## config.mk

```make
export PLATFORM = sky130hd
export DESIGN_NAME = grid_diff_tracker
export DESIGN_NICKNAME = d
export VERILOG_FILES = /design/src/rtl/grid_pkg.sv /design/src/rtl/obj_prio_enc.sv /design/src/rtl/grid_diff_tracker.sv
export SDC_FILE = /design/constraint.sdc
export NUM_CORES = 1
export LEC_CHECK = 0
export BUFFER_PORTS_ARGS = -buffer_cell sky130_fd_sc_hd__buf_2
export CAP_MARGIN = 20
export CORE_AREA = 10 10 292 294
export DETAILED_ROUTE_END_ITERATION = 8
export DIE_AREA = 0 0 302 304
export SYNTH_ARGS = -nofsm -noshare
export SYNTH_HDL_FRONTEND = slang
export SYNTH_HIERARCHICAL = 1
export SYNTH_SLANG_ARGS = --single-unit
```

## constraint.sdc

```tcl
create_clock -name clk -period 5.1 [get_ports clk]
set_input_delay 0.51 -clock clk [delete_from_list [all_inputs] [get_ports clk]]
set_output_delay 0.51 -clock clk [all_outputs]
set_load 0.005 [all_outputs]
```

## src/rtl/grid_pkg.sv

```systemverilog
// Shared defaults and types for the grid difference tracker.
// Holds the default grid geometry, the empty-cell code and the
// refresh-state enum used by grid_diff_tracker.
package grid_pkg;

    localparam int DEF_GRID_W  = 16;
    localparam int DEF_GRID_H  = 12;
    localparam int DEF_NUM_OBJ = 4;
    localparam int CODE_EMPTY  = 0;

    typedef enum logic [1:0] {
        RS_NORMAL  = 2'd0,
        RS_PEND    = 2'd1,
        RS_REFRESH = 2'd2
    } refresh_state_t;

endpackage

```

## src/rtl/obj_prio_enc.sv

```systemverilog
// Object-hit priority encoder (combinational).
// Ports:
//   obj_hit [NUM_OBJ-1:0] in   per-object hit flags
//   code    [CODE_W-1:0]  out  0 when no hit, else index of highest set bit + 1
module obj_prio_enc #(
    parameter int NUM_OBJ = 4,
    parameter int CODE_W  = 3
) (
    input  logic [NUM_OBJ-1:0] obj_hit,
    output logic [CODE_W-1:0]  code
);

    // Later iterations overwrite earlier ones, so the highest index wins.
    always_comb begin
        code = '0;
        for (int i = 0; i < NUM_OBJ; i++) begin
            if (obj_hit[i]) code = CODE_W'(i + 1);
        end
    end

endmodule

```

## src/rtl/grid_diff_tracker.sv

```systemverilog
// Raster-scans a GRID_W x GRID_H grid, keeps the last code seen per cell
// and emits a valid/ready update record whenever a cell's code changes.
// A refresh request makes the next full pass (starting at (0,0)) report
// every cell regardless of change.
// Ports:
//   clk, nrst                       clock, async active-low reset
//   enable                          advance request for the current cell
//   obj_hit [NUM_OBJ]               hit flags for the cell at the cursor
//   refresh_req                     request a full-report pass
//   clear                           synchronous wipe of frame and cursor
//   cur_x, cur_y                    cursor position
//   upd_valid, upd_ready            update record handshake
//   upd_x, upd_y, upd_code          update record
//   frame_done                      pulse after the last cell is consumed
//   refresh_active                  current advance belongs to a refresh pass
//
// state      | meaning
// RS_NORMAL  | report changed cells only
// RS_PEND    | refresh requested, waiting for the cursor to reach (0,0)
// RS_REFRESH | report every cell until the last cell is consumed
module grid_diff_tracker
    import grid_pkg::*;
#(
    parameter int GRID_W  = DEF_GRID_W,
    parameter int GRID_H  = DEF_GRID_H,
    parameter int NUM_OBJ = DEF_NUM_OBJ,
    localparam int X_W    = $clog2(GRID_W),
    localparam int Y_W    = $clog2(GRID_H),
    localparam int CODE_W = $clog2(NUM_OBJ + 1)
) (
    input  logic               clk,
    input  logic               nrst,
    input  logic               enable,
    input  logic [NUM_OBJ-1:0] obj_hit,
    input  logic               refresh_req,
    input  logic               clear,
    output logic [X_W-1:0]     cur_x,
    output logic [Y_W-1:0]     cur_y,
    output logic               upd_valid,
    input  logic               upd_ready,
    output logic [X_W-1:0]     upd_x,
    output logic [Y_W-1:0]     upd_y,
    output logic [CODE_W-1:0]  upd_code,
    output logic               frame_done,
    output logic               refresh_active
);

    logic [CODE_W-1:0] frame [GRID_H][GRID_W];
    logic [CODE_W-1:0] new_code;
    logic [CODE_W-1:0] stored_code;
    logic              stall;
    logic              advance;
    logic              x_last;
    logic              y_last;
    logic              at_origin;
    logic              load;
    refresh_state_t    state;

    obj_prio_enc #(
        .NUM_OBJ (NUM_OBJ),
        .CODE_W  (CODE_W)
    ) u_prio (
        .obj_hit (obj_hit),
        .code    (new_code)
    );

    assign stall       = upd_valid && !upd_ready;
    assign advance     = enable && !stall && !clear;
    assign x_last      = (cur_x == X_W'(GRID_W - 1));
    assign y_last      = (cur_y == Y_W'(GRID_H - 1));
    assign at_origin   = (cur_x == '0) && (cur_y == '0);
    assign stored_code = frame[cur_y][cur_x];

    // The (0,0) advance that leaves PEND already belongs to the refresh pass.
    assign refresh_active = (state == RS_REFRESH) ||
                            ((state == RS_PEND) && at_origin && advance);

    assign load = advance && ((new_code != stored_code) || refresh_active);

    always_ff @(posedge clk or negedge nrst) begin
        if (!nrst) begin
            for (int y = 0; y < GRID_H; y++)
                for (int x = 0; x < GRID_W; x++)
                    frame[y][x] <= CODE_W'(CODE_EMPTY);
        end else if (clear) begin
            for (int y = 0; y < GRID_H; y++)
                for (int x = 0; x < GRID_W; x++)
                    frame[y][x] <= CODE_W'(CODE_EMPTY);
        end else if (advance) begin
            frame[cur_y][cur_x] <= new_code;
        end
    end

    // Compare-and-wrap keeps the cursor inside non-power-of-two grids.
    always_ff @(posedge clk or negedge nrst) begin
        if (!nrst) begin
            cur_x      <= '0;
            cur_y      <= '0;
            frame_done <= 1'b0;
        end else if (clear) begin
            cur_x      <= '0;
            cur_y      <= '0;
            frame_done <= 1'b0;
        end else begin
            frame_done <= advance && x_last && y_last;
            if (advance) begin
                if (x_last) begin
                    cur_x <= '0;
                    cur_y <= y_last ? '0 : cur_y + Y_W'(1);
                end else begin
                    cur_x <= cur_x + X_W'(1);
                end
            end
        end
    end

    // A new load takes priority over an accept, so back-to-back records
    // never leave a bubble.
    always_ff @(posedge clk or negedge nrst) begin
        if (!nrst) begin
            upd_valid <= 1'b0;
            upd_x     <= '0;
            upd_y     <= '0;
            upd_code  <= '0;
        end else if (clear) begin
            upd_valid <= 1'b0;
        end else if (load) begin
            upd_valid <= 1'b1;
            upd_x     <= cur_x;
            upd_y     <= cur_y;
            upd_code  <= new_code;
        end else if (upd_ready) begin
            upd_valid <= 1'b0;
        end
    end

    always_ff @(posedge clk or negedge nrst) begin
        if (!nrst) begin
            state <= RS_NORMAL;
        end else if (clear) begin
            state <= RS_NORMAL;
        end else begin
            case (state)
                RS_NORMAL:  if (refresh_req) state <= RS_PEND;
                RS_PEND:    if (advance && at_origin) state <= RS_REFRESH;
                RS_REFRESH: if (advance && x_last && y_last) state <= RS_NORMAL;
                default:    state <= RS_NORMAL;
            endcase
        end
    end

endmodule

```

[Word level (Yosys, flattened, before mapping)]
Index checks and enable logic that the tools add are counted.
Word-level totals
  bits in registers: 599
  input bits: 10
  logic and storage cells: 276
Operators by class
  $add $sub $neg: 2
  order comparisons: 4
  equality and inequality tests: 8
  mux-type cells: 33
  bitwise logic cells: 3
  reduce and logical (&&, ||, !) cells: 26
Operators with widths (count)
  576-bit 2-to-1 mux: 2
  576-bit bitwise mux: 1
  48-bit binary-select mux with 4-bit select: 1
  48-bit demux with 4-bit select: 1
  48-bit 2-to-1 mux: 3
  4-bit 2-to-1 mux: 7
  3-bit binary-select mux with 4-bit select: 1
  3-bit demux with 4-bit select: 1
  1-bit logical AND: 12
  2-bit 2-to-1 mux: 6
  3-bit 2-to-1 mux: 4
  5-bit >= comparator (second input constant): 2
  5-bit by 1-bit < comparator with 1-bit output (second input constant): 2
  4-bit NOT with 5-bit output: 2
  4-bit by 1-bit adder with 4-bit output (second input constant): 2
  4-bit == test (second input constant): 2
  4-bit logical NOT: 2
  3-bit by 2-bit inequality test with 1-bit output (second input constant): 2
  2-bit one-hot mux with 3 select lines: 1
  1-bit 2-to-1 mux: 5
  2-bit AND reduction: 2
  2-bit nonzero test: 2
  1-bit logical NOT: 3
  3-bit inequality test: 1
  other kinds (8): 9

[Logic depth before layout (Yosys ltp)]
Gate-level depths: netlist of run 1.
  word-level depth: 12
  gate-level depth with buffers: 14
  depth with buffers taken out: 10

[Cells and area by module]
The synthesis of run 1 kept the hierarchy.
By module, submodules not included
  grid_diff_tracker: instances 1, cells an instance 3435, area each 30633.1 um2, sequential area each 14989.4 um2
  obj_prio_enc: instances 1, cells an instance 6, area each 33.8 um2, sequential area each 0.0 um2

[Worst setup path after synthesis of run 1]
OpenSTA, ideal clock, no wires.
  path type: reg-to-reg
  start point: register cur_x[0]
  end point: register upd_code[1]
  setup time: 0.125 ns
  data arrival time: 3.130 ns
  required time: 4.975 ns
  slack: 1.845 ns
  stages on the path, launching flop included: 15
  cell sequence: dfrtp_1 clkbuf_1 inv_1 clkbuf_1 ha_1 and2_0 clkbuf_1 and2_1 clkbuf_1 nand3_1 nor2_1 a21oi_1 o211ai_2 o21ai_4 mux2_4
Between the ends
  cells in the longest elaborated chain, start to end: 8
  elaborated cells between the ends (all ways): 13
Ends and longest elaborated chain
  start: declaration: RTL line grid_diff_tracker.sv:37  | output logic [X_W-1:0] cur_x,
  start signal: assignment: RTL line grid_diff_tracker.sv:111  | cur_x <= cur_x + X_W'(1);
  4-bit NOT with 5-bit output (not written as such) / 4-bit logical NOT (equally long branches): RTL line grid_diff_tracker.sv:72, grid_diff_tracker.sv:71
  3-bit binary-select mux with 4-bit select / 1-bit logical AND (equally long branches): RTL line grid_diff_tracker.sv:72, grid_diff_tracker.sv:71
  3-bit 2-to-1 mux (not written as such) / 1-bit logical AND (equally long branches) (2 in a row): RTL line grid_diff_tracker.sv:72, grid_diff_tracker.sv:76
  3-bit inequality test / 1-bit logical OR (equally long branches): RTL line grid_diff_tracker.sv:78, grid_diff_tracker.sv:75
  1-bit logical OR (*): RTL line grid_diff_tracker.sv:78  | assign load = advance && ((new_code != stored_code) || refresh_active);
  1-bit logical AND (*): RTL line grid_diff_tracker.sv:78
  2-bit AND reduction (no line) (*)
  end signal: assignment: RTL line grid_diff_tracker.sv:131  | upd_code <= new_code;
  end: declaration: RTL line grid_diff_tracker.sv:43  | output logic [CODE_W-1:0] upd_code,
Every way passes the cells marked *; elsewhere a longest branch is shown, timed or not. The select of a mux whose other input is x is not followed.
A chain may end at the register's enable or synchronous reset.

[Worst setup path in the final report of run 1]
  start point: register cur_y[1]
  end point: register upd_y[1]
Between the ends
  cells in the longest elaborated chain, start to end: 11
  elaborated cells between the ends (all ways): 16
Ends and longest elaborated chain
  start: declaration: RTL line grid_diff_tracker.sv:38  | output logic [Y_W-1:0] cur_y,
  start signal: assignment: RTL line grid_diff_tracker.sv:109  | cur_y <= y_last ? '0 : cur_y + Y_W'(1);
  4-bit NOT with 5-bit output (not written as such): RTL line grid_diff_tracker.sv:72  | assign stored_code = frame[cur_y][cur_x];
  48-bit binary-select mux with 4-bit select: RTL line grid_diff_tracker.sv:72
  48-bit 2-to-1 mux (not written as such) (2 in a row): RTL line grid_diff_tracker.sv:72
  3-bit binary-select mux with 4-bit select: RTL line grid_diff_tracker.sv:72
  3-bit 2-to-1 mux (not written as such) (2 in a row): RTL line grid_diff_tracker.sv:72
  3-bit inequality test: RTL line grid_diff_tracker.sv:78
  1-bit logical OR: RTL line grid_diff_tracker.sv:78
  1-bit logical AND: RTL line grid_diff_tracker.sv:78
  2-bit AND reduction (no line)
  end signal: assignment: RTL line grid_diff_tracker.sv:130  | upd_y <= cur_y;
  end: declaration: RTL line grid_diff_tracker.sv:42  | output logic [Y_W-1:0] upd_y,
Several ways; a longest one is shown, not always the timed one. The select of a mux whose other input is x is not followed.

==> results of run 1 <==
[tightest hold or removal path: cells and delay by family]
| kind | cells | cell delay (ns) |
|---|---|---|
| compound gates | 1 | 0.06 |
| buf+inv | 1 | 0.07 |
| simple gates | 1 | 0.08 |
[routing by layer]
layer / vias up / part of all wire [%] / routed length [um] / global-route usage, %
li1: 11780 / - / - / -
met1: 13310 / 42 / 45050 / 31.71
met2: 1208 / 45 / 47780 / 34.00
met3: 242 / 9.0 / 9565 / 4.472
met4: 0 / 3.9 / 4204 / 9.052
met5: - / 0 / 0 / 0
[state kept, by name, indices dropped and copies added, names as in the netlist]
signal      flops
upd_code        3
upd_x           4
upd_y           4
frame         576
cur_x           4
cur_y           4
frame_done      1
state           2
upd_valid       1
[cell families (layout without fill, tap and decap cells)]
kind of cell / after synthesis / after routing
AOI/OAI and AO/OA: 745 / 745
and+or+nand+nor: 1468 / 1468
xor gates and xnor gates: 3 / 3
buffers and inverters: 360 / 271
adders and majority gates: 8 / 8
DFF: 599 / 599
muxes: 258 / 258
[worst max path at each step]
stage / depth (start not counted) / startpoint / to
6_report: 9 / cur_y[1] / upd_y[1]
5_1_grt: 10 / cur_y[0] / upd_code[1]
4_1_cts: 9 / cur_y[1] / upd_code[1]
3_5_place_dp: 9 / cur_y[1] / upd_code[1]
3_3_place_gp: 9 / cur_y[1] / upd_y[0]
2_1_floorplan: 14 / cur_x[0] / upd_code[1]
[where the power goes]
group / internal (W) / switching, W / total [W]
Combinational: 0.000113 / 0.000468 / 0.000582
Sequential: 0.00477 / 0.0000153 / 0.00478
Clock: 0.00271 / 0.00206 / 0.00477
Total: 0.00759 / 0.00255 / 0.0101
[layout by cell type (no fill, tap or decap), types with 8 or more instances in the layout]
cell type  netlist  final
a21oi_1        566    566
a221oi_1         8      8
a222oi_1        10     10
a31oi_1         12     12
and2_1          23     21
buf_12           3     15
buf_2           20     28
buf_4            5     98
clkbuf_1       297     20
clkbuf_16        0     69
clkbuf_8         0     11
dfrtp_1        599    595
ha_1             8      8
mux2_2          47     47
mux2_4          13     13
mux2i_1        130    130
mux4_2          64     64
nand2_1        767    767
nand3_1        521    521
nand3b_1        30     30
nor2_1          78     62
nor2_4           0      9
o21ai_0         69     69
o221ai_1         8      8
o22a_1           9      9
o22ai_1         27     27
[area by class of cell]
class / count / area [sq um]
fillers: 7775 / 45680
flip-flops and latches: 599 / 15000
multi-input cells: 2482 / 14270
clock buffers: 100 / 1953
well taps: 1060 / 1326
repair buffers: 145 / 1227
clock inverters: 16 / 147.6
inverters: 10 / 37.54
[per-stage QoR]
stage	hold slack [ns]	setup slack, ns	cells
6_report	0.1508	0.2747	4412
5_1_grt	0.1829	0.2369	4412
4_1_cts	0.1323	0.6736	4412
3_5_place_dp	0.4660	0.6799	4295
3_3_place_gp	0.4590	0.7242	4294
2_1_floorplan	0.2144	1.845	3441
[timing repair]
item                                    in CTS  in global routing
hold endpoints to repair                    75                  0
endpoints found under the setup margin       0                  0
hold buffers                                 1                  0
==> results.ini, run 1 <==
[run_status]
status=complete, no violations

[place]
port_buffers=31
dpl.hpwl_um=64870
globalplace.congestion=0.9081
placedInstanceArea_sq_um=31850

[synthesis]
synthMuxAreaShare_pct=11.45
yosys-top-cells-area=dfrtp_1 (49%), nand2_1 (9.4%), a21oi_1 (9.2%), nand3_1 (8.5%), mux4_2 (4.7%)
syn_area_sq_um=30670
synth_top_family_by_area=simple AND/OR/NAND/NOR gates
synthAdderAreaFrac_pct=0.3264
synth_ff_type=dfrtp_1
synth_xor_area_share_pct=0.08568
synth-seq-cells=599
synth_top_cell_area_share_pct=48.88
synth_compound_area_share_pct=13.20
synth-simple-area-share_pct=21.13
synth-seq-area-share_pct=48.88
ys_warn_count=6
synth_common_cells=nand2_1 (767), dfrtp_1 (599), a21oi_1 (566), nand3_1 (521), clkbuf_1 (297)
yosysUniqueCellTypes=60
synth_edf_count=0
syn_nets=3459
ys_async_sr_fraction_pct=100.0
synthMostInstantiatedCell=nand2_1
syn_inst=3441
synth_area_per_cell_sq_um=8.912
yosysTopAreaCell=dfrtp_1

[timing]
max_freq_mhz=207.2
drv_slew=0
finalSetupViolCount=0
finClkSkew_ns=0.02733
slew_headroom_pct=20.73
tightest_slew_ns=1.184
rsz0062_at_grt=false
final.setup.tns_ns=0
fin_crit_ns=4.825
hold_viol=0
timing.final.crit_share_pct=94.61

[clock_network]
cts_sinks=599
cts_resized=0
clockBufferDepth=3
clk_pin_slew_worst_paths_ns=0.06
clk_latency_ns=0.62
root_buffer=clkbuf_16
cts_buffers=68
htreeDepth=3
postCtsSetupBuffers=0
cts_tree=built

[setup_path]
reg2reg_depth=9
cpMaxStageDelayCell=dfrtp_4
path_delay_family=compound AO/OA/AOI/OAI gates
cp.required_ns=5.60
crit_arrival_ns=5.33
crit_chain=or3b_2 -> o22a_1 -> a31oi_1 -> a222oi_1 -> o2111ai_1 -> xnor2_1 -> o211ai_2 -> o21ai_4 -> mux2_4
rrSetupSlack_ns=0.27
critPathMaxFanout=53
crit_path_start_kind=flop
regToRegStartpoint=cur_y[1]
critPathBufInv=0
end_kind=flop
r2r_end=upd_y[1]
cp_slowest_stage_delay_ns=1.04
crit_type=reg2reg

[pwr]
p_leak_nw=12.96
power_w=0.01014
p_per_area_nw_per_um2=298.6
ir_worst_vdd_mv=0.1908

[finish]
antenna-diode-count=0
stdcell_area_sq_um=33960
final_util_pct=42.64
drive_gt1_share_pct=11.87
nets=3324
syn_to_final_growth_pct=10.73

[worst_hold_path]
hp-class=in2reg
hold_start=refresh_req
hold_depth=3
holdPathEnd=state[0]

[global_route]
grtUsageTotal_pct=22.66
grt_overflow=0
grt_pass1_wl_um=163300
grt_pass1_vias=25330
grt_start_max_net_pins=212
antenna_found_initial=0

[detailed_routing]
vias_per_cell=6.016
routed_wirelength_um=106600
drc=0
wl_per_cell_um=24.16
ant_nets=0
drt_iter0_markers=3241
num_vias=26540
drt-pass1-iter-count=8

[die]
fp.dieW_um=302
die_h_um=304
dieArea_sq_um=91810
start_util_pct=38.51
core_area_sq_um=79640
io_pins=32
fp-row-count=104

[job]
cap_violations=0

(Power assumes the default switching activity.)
==> run 2, diff against run 1 <==
ABC_AREA = 1   (was default)
CORE_AREA = 10 10 291 293   (was 10 10 292 294)
DIE_AREA = 0 0 301 303   (was 0 0 302 304)
==> run 2 against run 1 <==
Utilization rose by 0.36 points. Clock skew fell by 0.0038 ns. Sequential power barely moved. Routed wire length fell by 6.1%. Total power rose by 2.8%. Combinational power rose by 15%. Register-to-register slack improved by 0.81 ns. Sequential share of layout area rose by 0.19 points. Clock power rose by 4%. Via count rose by 3.9%. Area after synthesis fell by 0.82%. Critical path type unchanged. Largest cell class unchanged. Largest power group is now clock.
==> results.ini, run 2 <==
[run_status]
status=complete, no violations

[global_route]
grt_pass1_wl_um=156100
grt_start_max_net_pins=144
grt_overflow=0
grtUsageTotal_pct=21.69
antenna_found_initial=3
grt_pass1_vias=26690

[timing]
final.setup.tns_ns=0
finalSetupViolCount=0
timing.final.crit_share_pct=78.74
drv_slew=0
tightest_slew_ns=1.146
slew_headroom_pct=23.61
setup_slack_ns=1.084
rsz0062_at_grt=false
hold_viol=0
max_freq_mhz=249.0
finClkSkew_ns=0.02356
fin_crit_ns=4.016

[setup_path]
r2r_end=upd_valid
cp.required_ns=5.56
regToRegStartpoint=cur_y[1]
critPathMaxFanout=53
reg2reg_depth=19
crit_arrival_ns=4.48
rrSetupSlack_ns=1.08
crit_type=reg2reg
crit_path_start_kind=flop
end_kind=flop

[die]
fp-row-count=103
fp.dieW_um=301
core_area_sq_um=78610
start_util_pct=38.69
dieArea_sq_um=91200
io_pins=32
die_h_um=303

[pwr]
ir_worst_vdd_mv=0.2144
p_leak_nw=15.36
p_per_area_nw_per_um2=308.4

[synthesis]
syn_area_sq_um=30410
yosysUniqueCellTypes=30
yosys-top-cells-area=dfrtp_1 (49%), nand2_1 (15%), inv_1 (7.6%), o21ai_0 (7.2%), o22ai_1 (6.3%)
synth_area_per_cell_sq_um=7.405
yosysTopAreaCell=dfrtp_1
synth_common_cells=nand2_1 (1248), inv_1 (613), dfrtp_1 (599), o21ai_0 (435), o22ai_1 (307)
ys_async_sr_fraction_pct=100.0
synth_edf_count=0
synthMostInstantiatedCell=nand2_1
synth-seq-cells=599
syn_inst=4107
synth-seq-area-share_pct=49.28
synth_ff_type=dfrtp_1
syn_nets=4125
ys_warn_count=6
synth_top_cell_area_share_pct=49.28

[finish]
n_fill_cell=8071
drive_gt1_share_pct=5.671
mostFrequentLayoutCell=nand2_1
syn_to_final_growth_pct=11.16
largest-register=frame
seq_area_sq_um=15000
largest_reg_flops=576
multi_input_area_sq_um=12030
nets=4041
final_cell_mix=nand2_1 (1247), inv_1 (610), dfrtp_1 (597), o21ai_0 (435), o22ai_1 (307)
stdcell_count=5123
antenna-diode-count=0

[place]
place_inst=5002
dpl.hpwl_um=58530
pre_cts_ws_ns=1.184
port_buffers=31
globalplace.congestion=0.8646

[worst_hold_path]
hold_start=upd_ready
holdPathEnd=upd_valid
hold_depth=4
hp-class=in2reg

[detailed_routing]
num_vias=27570
drt_iter0_markers=2687
drt-pass1-iter-count=6
vias_per_cell=5.381
wl_per_cell_um=19.54
ant_nets=0
routed_wirelength_um=100100
drc=0

[clock_network]
htreeDepth=3
root_buffer=clkbuf_16
clk_pin_slew_worst_paths_ns=0.07
cts_tree=built
cts_sinks=599
clk_latency_ns=0.60
postCtsSetupBuffers=0
clockBufferDepth=3
cts_resized=0
cts_buffers=68

[job]
cap_violations=0

## run 2: worst max-delay path, stage by stage (launching register included)
cell	delay [ns]
dfrtp_4	0.51
inv_4	0.52
buf_4	0.58
o21ai_0	0.17
o21ai_0	0.18
nand2_1	0.06
nand2_1	0.08
inv_1	0.04
nand2_1	0.07
nand3_1	0.22
nand2_1	0.15
nand2_1	0.06
nand2_1	0.08
nor2_1	0.08
nand2_1	0.07
nand2_1	0.05
nor2_1	0.11
nand2_1	0.27
nand2_1	0.42
o21ai_1	0.12
## run 2: cells by family after synthesis
family,count (synthesis),share of synthesized area (%)
compound gates,887,16.30
simple gates,1738,22.77
fa+ha+maj,8,0.3291
buf+inv,875,11.32
flops,599,49.28
## run 2: metal layers
layer	wire length, um	up-vias	track usage (%)
li1	-	13050	-
met1	42910	13230	28.99
met2	44720	1050	34.27
met3	8773	229	4.597
met4	3649	8	8.116
met5	50	-	0
## run 2: report_power, final
part	switching (W)	internal [W]
Clock	0.00202	0.00295
Combinational	0.000536	0.000135
Sequential	0.0000134	0.00478
## run 2: area by class of cell
| cell class | instances | area share (%) |
|---|---|---|
| Inverter | 622 | 6.980 |
| Tap cell | 1050 | 3.886 |
| Sequential cell | 599 | 44.36 |
| Multi-Input combinational cell | 2633 | 35.57 |
| Clock inverter | 18 | 0.5811 |
| Timing Repair Buffer | 99 | 2.605 |
| Clock buffer | 102 | 6.014 |
## run 2: repair_timing
item                       in CTS  in global routing
hold endpoints to repair       73                  0
hold buffers                    1                  0
setup endpoints to repair       0                  0
## run 2: worst max path at each step
stage | startpoint | to | slack, ns | cells after the start
global route | cur_y[1] | upd_code[0] | 0.84 | 20
global placement | cur_y[1] | upd_code[2] | 1.22 | 19
detailed placement | cur_y[1] | upd_x[0] | 1.18 | 19
CTS | cur_y[1] | upd_x[0] | 1.16 | 19
floorplan | cur_y[0] | upd_x[0] | 2.38 | 20
finish | cur_y[1] | upd_valid | 1.08 | 19
## run 2: per-stage QoR
step	instance area (sq um)	power, W	hold WS [ns]	utilization (%)
after floorplan	30410	0.005206	0.2144	-
after global placement	31570	0.005539	0.4641	40.16
after detailed placement	31570	0.005539	0.4599	40.16
after CTS	33810	0.01049	0.2055	43.00
after global routing	33810	0.01075	0.2340	43.00
final	33810	0.01043	0.2309	43.00
